**config.mk**
```make
export PLATFORM = sky130hd
export DESIGN_NAME = hazard_ctrl
export DESIGN_NICKNAME = d
export VERILOG_FILES = /design/src/rtl/pipeline_pkg.sv /design/src/rtl/fwd_select.sv /design/src/rtl/hazard_ctrl.sv
export SDC_FILE = /design/constraint.sdc
export NUM_CORES = 1
export LEC_CHECK = 0
export BUFFER_PORTS_ARGS = -buffer_cell sky130_fd_sc_hd__buf_2
export CORE_ASPECT_RATIO = 1.4
export CORE_MARGIN = 1.5
export CORE_UTILIZATION = 35
export DETAILED_ROUTE_END_ITERATION = 16
export PLACE_DENSITY_LB_ADDON = 0.08
export SLEW_MARGIN = 20
export SYNTH_ARGS = -nofsm -noshare
export SYNTH_HDL_FRONTEND = slang
export SYNTH_SLANG_ARGS = --single-unit
```
**constraint.sdc**
```tcl
create_clock -name clk -period 2.4 [get_ports clk]
set_clock_uncertainty 0.1 [all_clocks]
set_input_delay 0.36 -clock clk [delete_from_list [all_inputs] [get_ports clk]]
set_output_delay 0.36 -clock clk [all_outputs]
set_load 0.005 [all_outputs]
```
**src/rtl/pipeline_pkg.sv**
```systemverilog
// rtl/pipeline_pkg.sv - shared types for the pipeline hazard controller
package pipeline_pkg;

    localparam int REG_AW = 5;

    typedef struct packed {
        logic              wr;
        logic [REG_AW-1:0] rd;
        logic              ld;
    } hist_entry_t;

    typedef enum logic [1:0] {
        FWD_RF = 2'd0,
        FWD_P1 = 2'd1,
        FWD_P2 = 2'd2,
        FWD_P3 = 2'd3
    } fwd_sel_t;

    // x0 is never a real destination, so it is recorded as "no write".
    function automatic hist_entry_t make_entry(input logic wr, input logic [REG_AW-1:0] rd,
                                               input logic ld);
        hist_entry_t e;
        e.wr = wr && (rd != '0);
        e.rd = rd;
        e.ld = ld;
        return e;
    endfunction

endpackage

```
**src/rtl/fwd_select.sv**
```systemverilog
// rtl/fwd_select.sv - per-source priority match against the EX/MEM/WB history
module fwd_select
    import pipeline_pkg::*;
(
    input  logic              src_use,
    input  logic [REG_AW-1:0] src_addr,
    input  hist_entry_t       h1,
    input  hist_entry_t       h2,
    input  hist_entry_t       h3,
    output fwd_sel_t          fwd,
    output logic              take_mem,
    output logic              load_use_hit
);

    logic live;
    logic m1, m2, m3;

    assign live = src_use && (src_addr != '0);
    assign m1   = live && h1.wr && (h1.rd == src_addr);
    assign m2   = live && h2.wr && (h2.rd == src_addr);
    assign m3   = live && h3.wr && (h3.rd == src_addr);

    // Nearest producer wins: the youngest entry holds the newest value.
    always_comb begin
        fwd      = FWD_RF;
        take_mem = 1'b0;
        if (m1) begin
            fwd      = FWD_P1;
            take_mem = h1.ld;
        end else if (m2) begin
            fwd      = FWD_P2;
            take_mem = h2.ld;
        end else if (m3) begin
            fwd      = FWD_P3;
            take_mem = h3.ld;
        end
    end

    assign load_use_hit = m1 && h1.ld;

endmodule

```
**src/rtl/hazard_ctrl.sv**
```systemverilog
// rtl/hazard_ctrl.sv - forwarding selects, load-use bubbles, redirect flush and memory freeze
module hazard_ctrl #(
    parameter int REG_AW = 5,
    parameter int CNT_W  = 16
) (
    input  logic              clk,
    input  logic              reset,
    input  logic              id_valid,
    input  logic [REG_AW-1:0] id_rs1_addr,
    input  logic [REG_AW-1:0] id_rs2_addr,
    input  logic              id_use_rs1,
    input  logic              id_use_rs2,
    input  logic [REG_AW-1:0] id_rd_addr,
    input  logic              id_rd_write,
    input  logic              id_is_load,
    input  logic              ex_redirect,
    input  logic              mem_busy,
    output logic [1:0]        rs1_fwd,
    output logic [1:0]        rs2_fwd,
    output logic              rs1_take_mem,
    output logic              rs2_take_mem,
    output logic              id_stall,
    output logic              ex_bubble,
    output logic              flush_if_id,
    output logic              pipe_freeze,
    output logic [CNT_W-1:0]  bubble_count
);

    import pipeline_pkg::*;

    hist_entry_t      h1_q, h2_q, h3_q;
    logic [CNT_W-1:0] cnt_q;
    fwd_sel_t         rs1_sel, rs2_sel;
    logic             rs1_tm, rs2_tm;
    logic             rs1_lu, rs2_lu;
    logic             load_use;
    logic             advance;

    fwd_select u_rs1 (
        .src_use      (id_use_rs1),
        .src_addr     (id_rs1_addr),
        .h1           (h1_q),
        .h2           (h2_q),
        .h3           (h3_q),
        .fwd          (rs1_sel),
        .take_mem     (rs1_tm),
        .load_use_hit (rs1_lu)
    );

    fwd_select u_rs2 (
        .src_use      (id_use_rs2),
        .src_addr     (id_rs2_addr),
        .h1           (h1_q),
        .h2           (h2_q),
        .h3           (h3_q),
        .fwd          (rs2_sel),
        .take_mem     (rs2_tm),
        .load_use_hit (rs2_lu)
    );

    assign load_use = id_valid && (rs1_lu || rs2_lu);
    assign advance  = !reset && !mem_busy;

    // A redirect squashes decode, so it takes precedence over a load-use stall.
    assign pipe_freeze  = !reset && mem_busy;
    assign flush_if_id  = advance && ex_redirect;
    assign ex_bubble    = advance && (ex_redirect || load_use);
    assign id_stall     = advance && !ex_redirect && load_use;

    assign rs1_fwd      = reset ? 2'd0 : rs1_sel;
    assign rs2_fwd      = reset ? 2'd0 : rs2_sel;
    assign rs1_take_mem = !reset && rs1_tm;
    assign rs2_take_mem = !reset && rs2_tm;
    assign bubble_count = reset ? '0 : cnt_q;

    always_ff @(posedge clk) begin
        if (reset) begin
            h1_q  <= '0;
            h2_q  <= '0;
            h3_q  <= '0;
            cnt_q <= '0;
        end else if (!mem_busy) begin
            h3_q <= h2_q;
            h2_q <= h1_q;
            h1_q <= (id_valid && !ex_bubble) ?
                    make_entry(id_rd_write, id_rd_addr, id_is_load) : '0;
            if (ex_bubble && (cnt_q != '1)) begin
                cnt_q <= cnt_q + CNT_W'(1);
            end
        end
    end

endmodule

```
### After elaboration in Yosys (flattened, before gate mapping)

Cells that the tools add are included.

| cells by class | value |
|---|---|
| add/subtract/negate cells | 1 |
| eq/ne operators | 7 |
| multiplexer cells | 16 |
| bitwise gates (word level) | 1 |
| reductions and logical operators | 38 |

Operators by type and width:

| cell | count |
|---|---|
| 5-bit == test | 6 |
| 1-bit logical AND | 28 |
| 16-bit by 1-bit adder with 16-bit output (second input constant) | 1 |
| 16-bit two-way mux | 1 |
| 2-bit two-way mux | 8 |
| 16-bit != test (second input constant) | 1 |
| 5-bit nonzero test | 3 |
| 7-bit two-way mux | 1 |
| 1-bit two-way mux | 6 |
| 1-bit zero test | 4 |
| 1-bit logical OR | 2 |
| 2-bit AND reduction | 1 |
| 1-bit inverter | 1 |

| storage, ports and cells | value |
|---|---|
| register bits | 37 |
| input port bits | 24 |
| output and inout bits | 26 |
| logic and storage cells | 73 |

### Depth between registers and ports, before layout

| logic depth | value |
|---|---|
| word-level depth | 12 |
| gate-level depth with buffers | 6 |
| mapped depth without buffers | 6 |

### Hierarchy

A second synthesis with hierarchy kept.

| second synthesis, totals | value |
|---|---|
| cells, all modules | 272 |
| area, all modules | 2413.6 µm² |

By module, submodules not included:

| module | times used | cells an instance | area each (µm²) | seq. area each (µm²) |
|---|---|---|---|---|
| hazard_ctrl | 1 | 188 | 1775.5 | 740.7 |
| fwd_select | 2 | 42 | 319.1 | 0.0 |

### Worst setup path before layout

No wires, ideal clock.

| path | value |
|---|---|
| path type | input-to-reg |
| start point | input id_rs2_addr[1] |
| end point | register cnt_q[15] |
| setup time | 0.123 ns |
| arrival time | 2.138 ns |
| required time | 2.177 ns |
| setup slack | 0.039 ns |
| stages on the path | 6 |
| buffers on the path | 0 |
| path through | xor2_1 > nor4_4 > nand4b_2 > a311o_2 > or4_1 > mux2_1 |

| on the way | value |
|---|---|
| longest elaborated chain between the ends | 11 |
| elaborated cells on any way between the ends | 12 |
| those cells by class | 1 x eq/ne; 11 x reduce/logical |

RTL lines:

| item | line | text |
|---|---|---|
| start: declaration | hazard_ctrl.sv:10 | `input logic [REG_AW-1:0] id_rs2_addr,` |
| 5-bit nonzero test | fwd_select.sv:18 | `assign live = src_use && (src_addr != '0);` |
| 1-bit logical AND | fwd_select.sv:18 |  |
| 1-bit logical AND | fwd_select.sv:19 | `assign m1 = live && h1.wr && (h1.rd == src_addr);` |
| 1-bit logical AND (*) | fwd_select.sv:19 |  |
| 1-bit logical AND (*) | fwd_select.sv:39 | `assign load_use_hit = m1 && h1.ld;` |
| 1-bit logical OR (*) | hazard_ctrl.sv:61 | `assign load_use = id_valid && (rs1_lu \|\| rs2_lu);` |
| 1-bit logical AND (*) | hazard_ctrl.sv:61 |  |
| 1-bit logical OR (*) | hazard_ctrl.sv:67 | `assign ex_bubble = advance && (ex_redirect \|\| load_use);` |
| 1-bit logical AND (*) | hazard_ctrl.sv:67 |  |
| 1-bit logical AND (*) | hazard_ctrl.sv:87 | `if (ex_bubble && (cnt_q != '1)) begin` |
| 2-bit AND reduction (no source line) (*) | n/a |  |
| end signal: assignment | hazard_ctrl.sv:88 | `cnt_q <= cnt_q + CNT_W'(1);` |
| end: declaration | hazard_ctrl.sv:32 | `logic [CNT_W-1:0] cnt_q;` |

Mark *: on every way between the ends. The rest lies on a longest branch, timed or not.
A chain may end at the register's enable or synchronous reset.

### Worst setup path in the final report

| path | value |
|---|---|
| start point | register h1_q[5] (netlist bit) |
| end point | register cnt_q[15] |

| on the way | value |
|---|---|
| longest elaborated chain between the ends | 9 |
| elaborated cells on any way between the ends | 12 |
| those cells by class | 2 x eq/ne; 10 x reduce/logical |

RTL lines:

| item | line | text |
|---|---|---|
| start: declaration | hazard_ctrl.sv:31 | `hist_entry_t h1_q, h2_q, h3_q;` |
| start signal: assignment | hazard_ctrl.sv:85 | `h1_q <= (id_valid && !ex_bubble) ?` |
| 5-bit == test | fwd_select.sv:19 |  |
| 1-bit logical AND | fwd_select.sv:19 |  |
| 1-bit logical AND | fwd_select.sv:39 |  |
| 1-bit logical OR (*) | hazard_ctrl.sv:61 |  |
| 1-bit logical AND (*) | hazard_ctrl.sv:61 |  |
| 1-bit logical OR (*) | hazard_ctrl.sv:67 |  |
| 1-bit logical AND (*) | hazard_ctrl.sv:67 |  |
| 1-bit logical AND (*) | hazard_ctrl.sv:87 |  |
| 2-bit AND reduction (no source line) (*) | n/a |  |

Marked as above.

==> reports/qor.tcl <==
set qor(outcome) {finished, violations left}
set qor(violations) {negative setup slack}
set qor(wirelength_um) 5700
set qor(dp_cells) 396
set qor(wl_met2_um) 3080
set qor(clk_root_buffer_cell) {clkbuf_8}
set qor(die-height_um) 95.5
set qor(finalWorstSetupSlack_ns) -0.132
set qor(final_hold_viol_count) 0
set qor(syn-num-nets) 272
set qor(cp_slowest_stage_delay_ns) 0.43
set qor(power-per-cell-area_mw_per_mm2) 404
set qor(timing.slew.headroom_pct) 65.3
set qor(synth_area_mm2) 0.00214
set qor(initial_core_util_pct) 36.5
set qor(fp-row-count) 33
set qor(met1_length_um) 2300
set qor(async_sr_flop_fraction_pct) 0
set qor(setup.worst_path.class) {flop to flop}
set qor(synth-warning-count) 0
set qor(fin_area_mm2) 0.00303
set qor(final_net_count) 365
set qor(cp.required_ns) 2.47
set qor(clkTransAtPathRegs_ns) 0.08
set qor(yosysTopAreaCellShare_pct) 34.6
set qor(antenna_cells_inserted) 0
set qor(rsz_0062_raised_after_global_routing) {true}
set qor(globalRouteOverflowTotal) 0
set qor(critical_path_arrival_ns) 2.61
set qor(crit_path_cell_trace) {xor2_1 > nor4_2 > buf_4 > nand4_1 > a311o_2 > or4_4 > mux2_4}
set qor(portBuffers) 49
set qor(gpl.final_weighted_congestion) 0.777
set qor(cts_made_buffers) 5
set qor(htree_num_levels) 2
set qor(synthDistinctLibCells) 40
set qor(cts_num_sinks) 37
set qor(synth.yosys.seq_area_share_pct) 34.6
set qor(grt_pass1_wl_um) 9300
set qor(post-place-ws_ns) -0.260
set qor(cpLargestDelayFamily) {simple AND/OR/NAND/NOR gates}
set qor(cp.buffers_inverters) 1
set qor(ir_drop_v) 0.000318
set qor(core_region_area_mm2) 0.00586
set qor(detail_route.wl_per_cell_um) 13.9
set qor(cp-end-kind) {flop}
set qor(finalCritPeriodShare_pct) 105
set qor(layout.cells.non_filler) 411
set qor(slew_viol_final) 0
set qor(postSynthRegisterBits) 37
set qor(drt-pass1-iter-count) 5
set qor(vias_per_cell) 4.97
set qor(master_of_the_slowest_instance_on_the_critical_path) {a311o_2}
set qor(grt_start_max_net_pins) 50
set qor(filler_cell_count) 571
set qor(fmax_mhz) 395
set qor(min_delay_src) {id_is_load}
set qor(place_hpwl_um) 4360
set qor(drt_first_iter_violations) 72
set qor(synth_top_flop_cell) {dfxtp_1}
set qor(synth_top_cells_by_area) {dfxtp_1 (35%), xor2_1 (8.2%), nor2_1 (7.9%)}
set qor(clock_network_latency_to_the_later_pin_of_the_worst_skew_pair_ns) 0.29
set qor(startpoint_type) {flop}
set qor(tritoncts) {yes}
set qor(critPathMaxFanout) 4
set qor(cellLeakagePower_nw) 1.39
set qor(vias_in_the_first_global_route) 2017
set qor(max_cap_violations) 0
set qor(wl_met3_um) 226
set qor(synth_enable_flop_cells) 0
set qor(reg_to_reg_startpoint) {h1_q[5]}
set qor(worstHoldPathType) {input pin to flop}
set qor(drc) 0
set qor(critical_path.reg2reg.endpoint) {cnt_q[15]}
set qor(yosysTopAreaCell) {dfxtp_1}
set qor(min_to) {h1_q[0]}
set qor(boundaryPins) 50
set qor(synthesis.area_per_instance_um2) 8.66
set qor(max_slew.worst_pin.slew_ns) 0.520
set qor(r2r_setup_slk_ns) -0.13
set qor(timing.hold.worst_path_depth) 2
set qor(topRoutingLayerUsed) {met4}
set qor(drive_gt1_share_pct) 43.7
set qor(synthesized_instance_count) 247
set qor(chip_width_um) 69.1
set qor(timing.final.setup_violations) 6
set qor(dieArea_mm2) 0.00659
set qor(grt_antenna_before_repair) 0
set qor(layout_min_cycle_time_ns) 2.53
set qor(layout-area-overhead-vs-synth_pct) 41.5
set qor(via_count) 2041
set qor(ant_nets) 0
set qor(dpl_cell_area_mm2) 0.00273
set qor(clock_path_buffers) 2
set qor(worst_reg2reg_path_depth) 7
set qor(setup_total_negative_slack_ns) -0.430
set qor(grt_use_total_pct) 17.5
cell families after synthesis:
logic type               share of synthesized area, %
AO/OA/AOI/OAI                                    9.89
XOR/XNOR                                         12.7
adder cells (fa/ha/maj)                         0.585
buffers and inverters                            3.69
flip-flops                                       34.6
multiplexers                                     13.4
AND/OR/NAND/NOR                                  25.1
placed cells by master, fill, tap and decap left out, drive strengths merged, types with 7 or more instances in the layout:
cell	count
buf	94
nor2	45
dfxtp	37
xor2	20
mux2i	14
inv	13
mux2	13
xnor2	11
nand2	10
nor2b	10
nand3	10
a21oi	7
metal layers:
metal | vias to the layer above | track usage [%]
li1 | 1052 | -
met1 | 935 | 18.3
met2 | 48 | 34.5
met3 | 6 | 3.70
met4 | 0 | 5.39
met5 | - | 0
state kept, by name, indices dropped and copies added, names as in the netlist:
signal	count
cnt_q	16
h1_q	7
h2_q	7
h3_q	7
final cells by class:
type                            count  area (um2)  area share (%)
Clock buffer                        5        68.8            2.27
Tap cell                           70        87.6            2.89
Multi-Input combinational cell    189        1440            47.7
Sequential cell                    37         749            24.8
Inverter                           13        48.8            1.61
Clock inverter                      3        22.5           0.744
Timing Repair Buffer               94         604            20.0
worst reg2reg max path: cells and delay by family (launching register included):
kind                   cells  cell delay (ns)
buffers and inverters      1             0.17
XOR/XNOR                   1             0.17
flip-flops                 1             0.35
multiplexers               1             0.30
AND/OR/NAND/NOR            3             0.90
AO/OA/AOI/OAI              1             0.43
Yosys cell counts (2+ instances only):
cell type   n
a211oi_1    2
a21oi_1     7
a221oi_1    2
a22o_1      5
and3_1      2
and4_1      4
buf_1       3
clkbuf_1    5
dfxtp_1    37
inv_1      13
mux2_2     12
mux2i_1    14
nand2_1    10
nand3_1    10
nand4_1     6
nor2_1     45
nor2b_1    10
nor3_1      4
nor4_1      3
o21ai_0     2
or4_1       3
xnor2_1    11
xor2_1     20
metrics by stage:
stage	util (%)	hold slack, ns	power [mW]
floorplan	-	0.366	0.709
global placement	46.5	0.390	0.786
detailed placement	46.5	0.399	0.786
CTS	49.2	0.181	1.24
global route	51.6	0.191	1.28
finish	51.6	0.192	1.22
power breakdown:
| group | internal (mW) | leakage, nW | switching (mW) |
|---|---|---|---|
| clock network | 0.206 | 0.0481 | 0.232 |
| registers | 0.618 | 0.301 | 0.00669 |
| logic | 0.0769 | 1.04 | 0.0839 |
| total | 0.901 | 1.39 | 0.322 |
how the worst max path moves through the flow:
stage | depth (start not counted) | slack (ns) | from | to
global route | 7 | -0.25 | h1_q[2] | id_stall
floorplan | 6 | 0.04 | id_rs2_addr[1] | cnt_q[15]
finish | 7 | -0.13 | h1_q[5] | cnt_q[15]
CTS | 7 | -0.15 | h1_q[4] | id_stall
detailed placement | 8 | -0.26 | id_rs1_addr[1] | cnt_q[15]
global placement | 8 | -0.24 | id_rs1_addr[1] | cnt_q[15]
what timing repair did:
item	in CTS	in global routing
gates resized for setup	9	29
pin swaps	12	8
setup buffers	6	1
hold buffers	0	0
endpoints found under the setup margin	11	21
endpoints found under the hold margin	0	0
Power figures use the tool's default switching activity.
